--- src/rtl/median_pkg.sv ---
// Shared types and sizes for the median-filter wake-up path.
package median_pkg;

   localparam int unsigned ADDR_W    = 8;
   localparam int unsigned CNT_W     = 13;
   localparam int unsigned TMO_W     = 20;
   localparam int unsigned DEF_XSIZE = 160;
   localparam int unsigned DEF_YSIZE = 120;

   typedef enum logic [2:0] {
      ST_IDLE  = 3'd0,
      ST_LOAD  = 3'd1,
      ST_FLUSH = 3'd2,
      ST_CLEAR = 3'd3,
      ST_RUN   = 3'd4,
      ST_EVAL  = 3'd5
   } state_t;

   typedef struct packed {
      logic [ADDR_W-1:0] x;
      logic [ADDR_W-1:0] y;
      logic              data;
   } mem_wr_t;

   // Wake-up fires only when strictly more windows are active than the threshold.
   function automatic logic wake_decision(input logic [CNT_W-1:0] windows,
                                          input logic [CNT_W-1:0] thr);
      return windows > thr;
   endfunction

endpackage

--- src/rtl/median_raster_counter.sv ---
// Raster-order x/y position counter with wrap and last-pixel flag.
module median_raster_counter
   import median_pkg::*;
#(
   parameter int unsigned XSIZE = DEF_XSIZE,
   parameter int unsigned YSIZE = DEF_YSIZE
) (
   input  logic              clk,
   input  logic              rst_n,
   input  logic              clr,
   input  logic              adv,
   output logic [ADDR_W-1:0] x,
   output logic [ADDR_W-1:0] y,
   output logic              last_c
);

   localparam logic [ADDR_W-1:0] X_LAST = ADDR_W'(XSIZE - 1);
   localparam logic [ADDR_W-1:0] Y_LAST = ADDR_W'(YSIZE - 1);

   logic [ADDR_W-1:0] x_q, x_d;
   logic [ADDR_W-1:0] y_q, y_d;

   always_comb begin
      x_d = x_q;
      y_d = y_q;
      if (clr) begin
         x_d = '0;
         y_d = '0;
      end else if (adv) begin
         if (x_q == X_LAST) begin
            x_d = '0;
            y_d = (y_q == Y_LAST) ? '0 : y_q + ADDR_W'(1);
         end else begin
            x_d = x_q + ADDR_W'(1);
         end
      end
   end

   always_ff @(posedge clk or negedge rst_n) begin
      if (!rst_n) begin
         x_q <= '0;
         y_q <= '0;
      end else begin
         x_q <= x_d;
         y_q <= y_d;
      end
   end

   assign x      = x_q;
   assign y      = y_q;
   assign last_c = (x_q == X_LAST) && (y_q == Y_LAST);

endmodule

--- src/rtl/median_frame_sequencer.sv ---
// Frame controller: owns the image memory port across load/run and
// sequences load, engine clear, run and threshold evaluation.
module median_frame_sequencer
   import median_pkg::*;
#(
   parameter int unsigned      XSIZE   = DEF_XSIZE,
   parameter int unsigned      YSIZE   = DEF_YSIZE,
   parameter logic [TMO_W-1:0] TIMEOUT = 20'd1000000
) (
   input  logic              clk,
   input  logic              reset,
   input  logic              frameReq,
   input  logic              abort,
   input  logic [CNT_W-1:0]  threshold,
   input  logic              pixValid,
   output logic              pixReady,
   input  logic              pixData,
   output logic              memWrite,
   output logic [ADDR_W-1:0] memXAddr,
   output logic [ADDR_W-1:0] memYAddr,
   output logic              memData,
   output logic              engineClear,
   output logic              engineStart,
   input  logic              fullImageDone,
   input  logic [CNT_W-1:0]  activeWindows,
   output logic              wakeUp,
   output logic              frameDone,
   output logic              busy,
   output logic              timeoutErr
);

   state_t            state_q, state_d;
   logic [CNT_W-1:0]  thr_q, thr_d;
   logic [TMO_W-1:0]  tcnt_q, tcnt_d;
   mem_wr_t           wr_q, wr_d;
   logic              mem_write_q, mem_write_d;
   logic              pix_ready_q, pix_ready_d;
   logic              engine_clear_q, engine_clear_d;
   logic              engine_start_q, engine_start_d;
   logic              wake_up_q, wake_up_d;
   logic              frame_done_q, frame_done_d;
   logic              busy_q, busy_d;
   logic              timeout_err_q, timeout_err_d;

   logic              xfer_c;
   logic              cnt_clr_c;
   logic              cnt_adv_c;
   logic [ADDR_W-1:0] pix_x;
   logic [ADDR_W-1:0] pix_y;
   logic              last_pix_c;

   assign xfer_c    = (state_q == ST_LOAD) && pix_ready_q && pixValid;
   assign cnt_clr_c = (state_q == ST_IDLE);
   assign cnt_adv_c = xfer_c && !abort;

   median_raster_counter #(
      .XSIZE (XSIZE),
      .YSIZE (YSIZE)
   ) u_raster (
      .clk    (clk),
      .rst_n  (reset),
      .clr    (cnt_clr_c),
      .adv    (cnt_adv_c),
      .x      (pix_x),
      .y      (pix_y),
      .last_c (last_pix_c)
   );

   // Next state and next registered outputs.
   always_comb begin
      state_d       = state_q;
      thr_d         = thr_q;
      tcnt_d        = tcnt_q;
      wr_d          = wr_q;
      mem_write_d   = 1'b0;
      frame_done_d  = 1'b0;
      wake_up_d     = wake_up_q;
      timeout_err_d = timeout_err_q;

      case (state_q)
         ST_IDLE: begin
            if (frameReq) begin
               state_d       = ST_LOAD;
               thr_d         = threshold;
               timeout_err_d = 1'b0;
            end
         end
         ST_LOAD: begin
            if (xfer_c) begin
               mem_write_d = 1'b1;
               wr_d.x      = pix_x;
               wr_d.y      = pix_y;
               wr_d.data   = pixData;
               if (last_pix_c) state_d = ST_FLUSH;
            end
         end
         ST_FLUSH: state_d = ST_CLEAR;
         ST_CLEAR: begin
            state_d = ST_RUN;
            tcnt_d  = '0;
         end
         ST_RUN: begin
            tcnt_d = tcnt_q + TMO_W'(1);
            if (fullImageDone) begin
               state_d      = ST_EVAL;
               wake_up_d    = wake_decision(activeWindows, thr_q);
               frame_done_d = 1'b1;
            end else if (tcnt_q == TIMEOUT - TMO_W'(1)) begin
               state_d       = ST_IDLE;
               timeout_err_d = 1'b1;
               frame_done_d  = 1'b1;
            end
         end
         ST_EVAL:  state_d = ST_IDLE;
         default:  state_d = ST_IDLE;
      endcase

      // Abort overrides everything; EVAL has already reported its frame end.
      if (abort && (state_q != ST_IDLE) && (state_q != ST_EVAL)) begin
         state_d       = ST_IDLE;
         mem_write_d   = 1'b0;
         frame_done_d  = 1'b1;
         wake_up_d     = wake_up_q;
         timeout_err_d = timeout_err_q;
      end

      pix_ready_d    = (state_d == ST_LOAD);
      engine_clear_d = (state_d == ST_CLEAR);
      engine_start_d = (state_d == ST_RUN);
      busy_d         = (state_d != ST_IDLE);
   end

   always_ff @(posedge clk or negedge reset) begin
      if (!reset) begin
         state_q        <= ST_IDLE;
         thr_q          <= '0;
         tcnt_q         <= '0;
         wr_q           <= '0;
         mem_write_q    <= 1'b0;
         pix_ready_q    <= 1'b0;
         engine_clear_q <= 1'b0;
         engine_start_q <= 1'b0;
         wake_up_q      <= 1'b0;
         frame_done_q   <= 1'b0;
         busy_q         <= 1'b0;
         timeout_err_q  <= 1'b0;
      end else begin
         state_q        <= state_d;
         thr_q          <= thr_d;
         tcnt_q         <= tcnt_d;
         wr_q           <= wr_d;
         mem_write_q    <= mem_write_d;
         pix_ready_q    <= pix_ready_d;
         engine_clear_q <= engine_clear_d;
         engine_start_q <= engine_start_d;
         wake_up_q      <= wake_up_d;
         frame_done_q   <= frame_done_d;
         busy_q         <= busy_d;
         timeout_err_q  <= timeout_err_d;
      end
   end

   assign pixReady    = pix_ready_q;
   assign memWrite    = mem_write_q;
   assign memXAddr    = wr_q.x;
   assign memYAddr    = wr_q.y;
   assign memData     = wr_q.data;
   assign engineClear = engine_clear_q;
   assign engineStart = engine_start_q;
   assign wakeUp      = wake_up_q;
   assign frameDone   = frame_done_q;
   assign busy        = busy_q;
   assign timeoutErr  = timeout_err_q;

endmodule

--- config.mk ---
export PLATFORM = sky130hd
export DESIGN_NAME = median_frame_sequencer
export DESIGN_NICKNAME = d
export VERILOG_FILES = /design/src/rtl/median_pkg.sv /design/src/rtl/median_raster_counter.sv /design/src/rtl/median_frame_sequencer.sv
export SDC_FILE = /design/constraint.sdc
export NUM_CORES = 1
export LEC_CHECK = 0
export ABC_AREA = 1
export ABC_CLOCK_PERIOD_IN_PS = 1300
export BUFFER_PORTS_ARGS = -buffer_cell sky130_fd_sc_hd__buf_2
export CORE_MARGIN = 2
export CORE_UTILIZATION = 54
export CTS_BUF_LIST = sky130_fd_sc_hd__clkbuf_4
export CTS_CLUSTER_DIAMETER = 200
export DETAILED_ROUTE_END_ITERATION = 12
export GPL_ROUTABILITY_DRIVEN = 0
export PLACE_DENSITY = 0.9
export SYNTH_ARGS = -nofsm -noshare
export SYNTH_HDL_FRONTEND = slang
export SYNTH_SLANG_ARGS = --single-unit
--- constraint.sdc ---
create_clock -name clk -period 1.3 [get_ports clk]
set_input_delay 0.195 -clock clk [delete_from_list [all_inputs] [get_ports clk]]
set_output_delay 0.195 -clock clk [all_outputs]
set_load 0.005 [all_outputs]
==> flow_summary.json, run 1 <==
{
  "syn_nets": 558,
  "avgSynthCellArea_um2": 7.88,
  "ys_seq_area_frac": 0.480,
  "cts-buffers-inserted": 9,
  "placementRows": 31,
  "antenna_found_initial": 5,
  "start_util": 0.556,
  "htreeDepth": 3,
  "io_buffers": 57,
  "yosysWarningCount": 0,
  "io_pins": 58,
  "endpoint_type": "sequential cell input",
  "grt_max_degree": 35,
  "status": "did not finish",
  "stop_stage": "5_1_grt",
  "detailed_place_hpwl_um": 7840,
  "postGrtWorstEndpoint": "state_q[0]$_DFF_PN0_/D",
  "clock_path_buffers": 2,
  "die_h_um": 90.2,
  "overflow": 5,
  "cts.sinks": 77,
  "grt_usage": 0.765,
  "ys_ff_latch": 77,
  "cts.root.buffer_cell": "clkbuf_4",
  "yosysUniqueCellTypes": 30,
  "syn_inst": 509,
  "dieWidth_um": 90.2,
  "syn-cell-area_um2": 4010,
  "toolErrorMsg": "[ERROR GRT-0232] Routing congestion too high. Check the congestion heatmap in the GUI."
}
## metal layers
metal  overflow  GRT usage
met2          1      0.919
met5          0      0.186
met3          0      0.640
met4          4      0.747
met1          0      0.769
## Yosys cell counts
cell type / count / share of area
inv_1: 74 / 0.069
o22ai_1: 2 / 0.0031
nor2_1: 45 / 0.042
a32o_1: 1 / 0.0025
clkinv_4: 1 / 0.0022
clkbuf_1: 2 / 0.0019
o21ai_0: 54 / 0.067
a31oi_1: 1 / 0.0016
nand4_1: 8 / 0.012
nand3_1: 30 / 0.037
ha_1: 16 / 0.050
a22oi_1: 2 / 0.0037
dfrtp_1: 77 / 0.48
inv_2: 4 / 0.0037
nor2_4: 4 / 0.011
nand3_2: 3 / 0.0075
nor3_1: 12 / 0.015
and2_1: 1 / 0.0016
a21oi_1: 24 / 0.030
nand2_4: 3 / 0.0084
o211ai_1: 1 / 0.0019
xor2_1: 3 / 0.0065
o21ai_1: 3 / 0.0037
o21a_1: 1 / 0.0019
clkbuf_2: 1 / 0.0012
buf_6: 1 / 0.0028
buf_2: 3 / 0.0037
nand2_1: 127 / 0.12
nand2_2: 3 / 0.0047
o31ai_1: 2 / 0.0037
## cells by family after synthesis
group | after synthesis | synth area share
xor+xnor | 3 | 0.00655
flops | 77 | 0.480
buf+inv | 86 | 0.0848
compound gates | 91 | 0.119
simple gates | 236 | 0.259
fa+ha+maj | 16 | 0.0499
## metrics by stage
stage                      util  area (um^2)  cells  setup slack, ns  hold WS, ns
after floorplan               -         4050    509           -0.128       -0.101
after global placement    0.694         5000    729           -0.123       0.0965
after detailed placement  0.694         5000    729           -0.274       0.0974
after CTS                 0.831         5990    789           -0.190        0.142
## repair_timing
item                       4_1_cts
setup buffers                   25
hold buffers                    16
setup endpoints to repair       69
hold endpoints to repair        92
resized for setup              157
pin swaps                       43
cloned                           5
==> inputs of run 2 (changes only) <==
Settings changed: ABC_CLOCK_PERIOD_IN_PS 1300 to 1690, CORE_UTILIZATION 54 to 40, CTS_BUF_LIST sky130_fd_sc_hd__clkbuf_4 to not set, CTS_CLUSTER_DIAMETER 200 to not set, PLACE_DENSITY 0.9 to not set, PLACE_DENSITY_LB_ADDON set to 0.15.
Clock period 1.3 ns to 1.69 ns, I/O delays scaled along.
==> run 2 against run 1 <==
Net effect: the flow now finishes without violations; synthesized area unchanged; synthesized cell count unchanged.
==> flow_summary.json, run 2 <==
{
  "status": "finished, final reports clean",
  "overflow": 0,
  "clk_pin_slew_ns": 0.08,
  "synth_top_area_cell": "dfrtp_1",
  "crit_type": "register to register",
  "power.internal_mw": 3.44,
  "relSlewSlack": 0.776,
  "die_area_um2": 10800,
  "yosysUniqueCellTypes": 30,
  "hold_violations": 0,
  "worst_pin_slew_ns": 0.334,
  "diodes": 0,
  "clock_path_buffers": 2,
  "cap_violations": 0,
  "crit_required_ns": 1.93,
  "io_buffers": 57,
  "power_frac_seq": 0.441,
  "rr_startpoint": "state_q[0]$_DFF_PN0_",
  "fmax_ghz": 0.637,
  "r2r_end": "engineStart$_DFF_PN0_",
  "dieWidth_um": 104,
  "clkPwrFrac": 0.268,
  "slowest_delay_ns": 0.47,
  "combinationalPowerShare": 0.291,
  "top_register": "tcnt_q",
  "fin_cells": 722,
  "cts.root.buffer_cell": "clkbuf_8",
  "mostFrequentLayoutCell": "nand2_1",
  "drive_gt1_frac": 0.185,
  "synthArstFlopShare": 1.00,
  "htreeDepth": 3,
  "multiInputGateArea_um2": 1760,
  "switchingPower_mw": 1.86,
  "largest_reg_flops": 20,
  "cp_max_fo": 8,
  "rsz0062_at_grt": "yes",
  "period_needed_ns": 1.57,
  "antenna_found_initial": 0,
  "drc_errors": 0,
  "arrival_ns": 1.81,
  "avgSynthCellArea_um2": 7.88,
  "syn_nets": 558,
  "synth.most_common_cell": "nand2_1",
  "cp_common_cell": "nand2_1",
  "reg2reg_slack_ns": 0.12,
  "postPlaceCellArea_um2": 4540,
  "drt_iter0_markers": 104,
  "peakVddDrop_mv": 0.614,
  "final_cell_mix": "126 x nand2_1, 77 x dfrtp_1, 74 x inv_1",
  "die_h_um": 104,
  "core_area_um2": 9770,
  "final_cell_area_um2": 4760,
  "grt_max_degree": 33,
  "placementRows": 36,
  "start_util": 0.411,
  "ys_top_cells_by_area": "dfrtp_1 48%, nand2_1 12%, inv_1 6.9%",
  "fin_skew_ns": 0.0150,
  "place_inst": 705,
  "routed_wl_um": 8860,
  "ant_nets": 0,
  "start_kind": "register",
  "wl_per_cell_um": 12.3,
  "cp-endpoint": "engineStart$_DFF_PN0_",
  "fillers": 1028,
  "switching_share": 0.351,
  "drv_slew": 0,
  "io_pins": 58,
  "ys.flop_type": "dfrtp_1",
  "synth_edf_count": 0,
  "reg2regPathDepth": 8,
  "syn_to_final_growth_pct": 18.6,
  "startpoint": "state_q[0]$_DFF_PN0_",
  "num_vias": 3439,
  "post-cts-setup-buffers": 0,
  "detailed_place_hpwl_um": 6750,
  "grt_pass1_vias": 3380,
  "ys_ff_latch": 77,
  "yosys-top-cells-count": "127 x nand2_1, 77 x dfrtp_1, 74 x inv_1",
  "worstPathCellList": "nor2_4 -> nand2_4 -> nor2_1 -> nor3_1 -> nand2_1 -> nand2_1 -> nand2_1 -> nor2_1",
  "finalPower_mw": 5.29,
  "nets": 633,
  "timing.final.crit_share": 0.930,
  "ys_seq_area_frac": 0.480,
  "syn_inst": 509,
  "power_density_nw_per_um2": 1110,
  "cts.sinks": 77,
  "power_leakage_nw": 2.40,
  "cts_tree": "built",
  "cts-buffers-inserted": 9,
  "vias_per_cell": 4.76,
  "insertion_delay_ns": 0.36,
  "grt_pass1_wl_um": 15500,
  "firstDrtPassIters": 4,
  "yosysWarningCount": 0,
  "grt_usage": 0.174,
  "yosysTopAreaCellShare": 0.480,
  "setup_viol_count_final": 0,
  "reg_top3": "tcnt_q (20), thr_q (13)",
  "cp_slowest_cell": "dfrtp_1",
  "syn-cell-area_um2": 4010,
  "hold_class": "input port to register",
  "worstSetupEndpointType": "register",
  "register_area_um2": 1930
}
run 2: worst min-delay path by stage:
stage / slack [ns] / to / start / cells after the start
6_report: 0.09 / timeoutErr$_DFFE_PN0P_ / fullImageDone / 2
5_1_grt: 0.09 / memData$_DFFE_PN0P_ / pixData / 3
4_1_cts: 0.07 / timeoutErr$_DFFE_PN0P_ / fullImageDone / 2
3_5_place_dp: 0.13 / memWrite$_DFF_PN0_ / reset / 1
3_3_place_gp: 0.13 / memWrite$_DFF_PN0_ / reset / 1
2_1_floorplan: -0.04 / busy$_DFF_PN0_ / reset / 0
run 2: timing repair:
item                       4_1_cts  5_1_grt
setup endpoints to repair        0       18
resized for setup                0        7
hold endpoints to repair        13        0
hold buffers                     1        0
run 2: cells by family (layout without fill, tap and decap cells):
| group | count (synthesis) | in the layout | share of synthesized area |
|---|---|---|---|
| fa+ha+maj | 16 | 16 | 0.0499 |
| compound gates | 91 | 91 | 0.119 |
| buf+inv | 86 | 166 | 0.0848 |
| simple gates | 236 | 236 | 0.259 |
| xor+xnor | 3 | 3 | 0.00655 |
| flops | 77 | 77 | 0.480 |
run 2: final cells by class:
cell class / instances / share of cell area
flip-flops and latches: 77 / 0.405
multi-input cells: 346 / 0.370
repair buffers: 71 / 0.0857
inverters: 79 / 0.0634
well taps: 133 / 0.0350
clock buffers: 10 / 0.0268
clock inverters: 6 / 0.0145
run 2: power by group through the flow:
stage / logic (mW) / registers, mW / clock network, mW
finish: 1.54 / 2.33 / 1.42
global route: 1.79 / 2.38 / 1.55
CTS: 1.56 / 2.34 / 1.47
detailed placement: 1.55 / 2.37 / 0
global placement: 1.51 / 2.36 / 0
floorplan: 1.06 / 2.36 / 0
run 2: worst max-delay path, delay by kind of cell, from the launching register on:
family | cells | cell delay (ns)
flops | 1 | 0.47
simple gates | 8 | 1.00
run 2: metrics by stage:
stage,setup WS (ns),TNS [ns],hold WS [ns],utilization
2_1_floorplan,0.243,0,-0.0421,-
3_3_place_gp,0.113,0,0.134,0.464
3_5_place_dp,0.0832,0,0.131,0.464
4_1_cts,0.0681,0,0.0722,0.485
5_1_grt,-0.00745,-0.00745,0.0884,0.487
6_report,0.119,0,0.0928,0.487
run 2: layer usage:
| metal | track usage | routed length, um |
|---|---|---|
| met1 | 0.225 | 4280 |
| met4 | 0.0434 | 61 |
| met2 | 0.291 | 4150 |
| met3 | 0.0439 | 373 |
| met5 | 0 | 0 |
No activity file was read; power rests on OpenSTA's default activity.
==> inputs of run 3 (changes only) <==
Settings changed: PLACE_DENSITY_LB_ADDON 0.15 to 0.05.
==> run 3 against run 2 <==
Net effect: die area unchanged; core utilization increased by 0.81 points; clock power increased by 11%; flip-flop and latch count unchanged; combinational power increased by 3%; sequential power about the same; power increased by 3.6%; worst setup slack improved by 0.024 ns.
==> flow_summary.json, run 3 (same netlist as run 2, synthesis figures left out) <==
{
  "status": "finished, final reports clean",
  "timing.final.crit_share": 0.915,
  "place_inst": 706,
  "hold_class": "input port to register",
  "final_cell_mix": "124 x nand2_1, 77 x dfrtp_1, 74 x inv_1",
  "largest_reg_flops": 20,
  "io_buffers": 57,
  "wl_per_cell_um": 12.2,
  "period_needed_ns": 1.55,
  "ant_nets": 0,
  "htreeDepth": 3,
  "drive_gt1_frac": 0.201,
  "detailed_place_hpwl_um": 6710,
  "diodes": 0,
  "cts_tree": "built",
  "peakVddDrop_mv": 0.460,
  "slowest_delay_ns": 0.42,
  "drt_iter0_markers": 148,
  "cp.buffers_inverters": 3,
  "grt_usage": 0.173,
  "fmax_ghz": 0.646,
  "dieWidth_um": 104,
  "syn_to_final_growth_pct": 20.6,
  "power_density_nw_per_um2": 1130,
  "nets": 637,
  "mostFrequentLayoutCell": "nand2_1",
  "drc_errors": 0,
  "power_leakage_nw": 2.44,
  "min_from": "pixData",
  "hold_violations": 0,
  "overflow": 0,
  "setup_viol_count_final": 0,
  "antenna_found_initial": 0,
  "fin_cells": 726,
  "placementRows": 36,
  "grt_max_degree": 37,
  "rr_startpoint": "u_raster.x[0]$_DFFE_PN0P_",
  "fin_skew_ns": 0.00871,
  "num_vias": 3452,
  "core_area_um2": 9770,
  "start_kind": "register",
  "crit_required_ns": 1.93,
  "worstPathCellList": "ha_4 -> nand2_1 -> inv_1 -> nand2_1 -> nor2_2 -> inv_1 -> nand2_2 -> nand2_4 -> clkinv_4 -> o21ai_1 -> and2_1",
  "cp_max_fo": 8,
  "cts.root.buffer_cell": "clkbuf_8",
  "die_h_um": 104,
  "clock_path_buffers": 2,
  "cp_slowest_cell": "dfrtp_1",
  "finalPower_mw": 5.48,
  "arrival_ns": 1.79,
  "io_pins": 58,
  "grt_pass1_vias": 3271,
  "insertion_delay_ns": 0.35,
  "top_register": "tcnt_q",
  "critPathTopFamily": "simple AND/OR/NAND/NOR gates",
  "die_area_um2": 10800,
  "worst_pin_slew_ns": 0.348,
  "relSlewSlack": 0.766,
  "startpoint": "u_raster.x[0]$_DFFE_PN0P_",
  "crit_type": "register to register",
  "cts-buffers-inserted": 9,
  "reg_top3": "tcnt_q (20), thr_q (13)",
  "clk_pin_slew_ns": 0.09,
  "drv_slew": 0,
  "start_util": 0.411,
  "worstSetupEndpointType": "register",
  "cap_violations": 0,
  "totalNegativeSetupSlack_ns": 0,
  "routed_wl_um": 8870,
  "cts.sinks": 77,
  "firstDrtPassIters": 4,
  "grt_pass1_wl_um": 15300,
  "vias_per_cell": 4.75
}
[run 3: metrics by stage]
step | hold WS, ns | util | worst slack, ns | area (um^2)
4_1_cts | 0.0873 | 0.489 | 0.0669 | 4780
3_3_place_gp | 0.169 | 0.465 | 0.116 | 4550
2_1_floorplan | -0.0421 | - | 0.243 | 4010
3_5_place_dp | 0.171 | 0.465 | 0.0838 | 4550
6_report | 0.101 | 0.495 | 0.143 | 4840
5_1_grt | 0.106 | 0.495 | -0.0267 | 4840
[run 3: timing repair]
item | in CTS | in global routing
buffers inserted | 0 | 3
endpoints found under the hold margin | 19 | 0
hold buffers | 1 | 0
gates resized for setup | 0 | 13
setup endpoints to repair | 0 | 20
[run 3: area by class of cell]
| cell class | instances | area, um^2 |
|---|---|---|
| clock buffers | 9 | 124 |
| fillers | 966 | 4940 |
| repair buffers | 75 | 438 |
| well taps | 133 | 166 |
| multi-input cells | 346 | 1790 |
| flip-flops and latches | 77 | 1930 |
| inverters | 79 | 302 |
| clock inverters | 7 | 96.3 |
[run 3: where the power goes]
group	switching [mW]	total, mW	internal, mW	leakage [nW]
sequential	0.164	2.33	2.17	1.04
combinational	0.982	1.58	0.601	1.29
clock	0.727	1.57	0.842	0.114
total	1.87	5.48	3.61	2.44
[run 3: final timing paths]
kind	endpoint	slack [ns]	cells after the start
hold reg to reg	memData$_DFFE_PN0P_	0.47	2
min in group asynchronous	thr_q[11]$_DFFE_PN0P_	0.33	2
hold / removal	memData$_DFFE_PN0P_	0.10	3
max in group asynchronous	u_raster.x[6]$_DFFE_PN0P_	0.76	3
setup / recovery	u_raster.y[3]$_DFFE_PN0P_	0.14	11
setup reg to reg	u_raster.y[3]$_DFFE_PN0P_	0.14	11
[run 3: worst register-to-register path, stage by stage, from the launching register on]
cell and delay (ns):
dfrtp_1 0.42, ha_4 0.17, nand2_1 0.05, inv_1 0.05, nand2_1 0.09, nor2_2 0.11, inv_1 0.06, nand2_2 0.10
nand2_4 0.11, clkinv_4 0.09, o21ai_1 0.06, and2_1 0.16
[run 3: routing by layer]
| metal | GRT usage | vias up | part of all wire | wire length [um] |
|---|---|---|---|---|
| met5 | 0 | - | 0 | 0 |
| met4 | 0.0695 | 0 | 0.018 | 157 |
| met3 | 0.0251 | 12 | 0.031 | 271 |
| met2 | 0.257 | 57 | 0.42 | 3760 |
| met1 | 0.254 | 1589 | 0.53 | 4680 |
| li1 | - | 1794 | - | - |
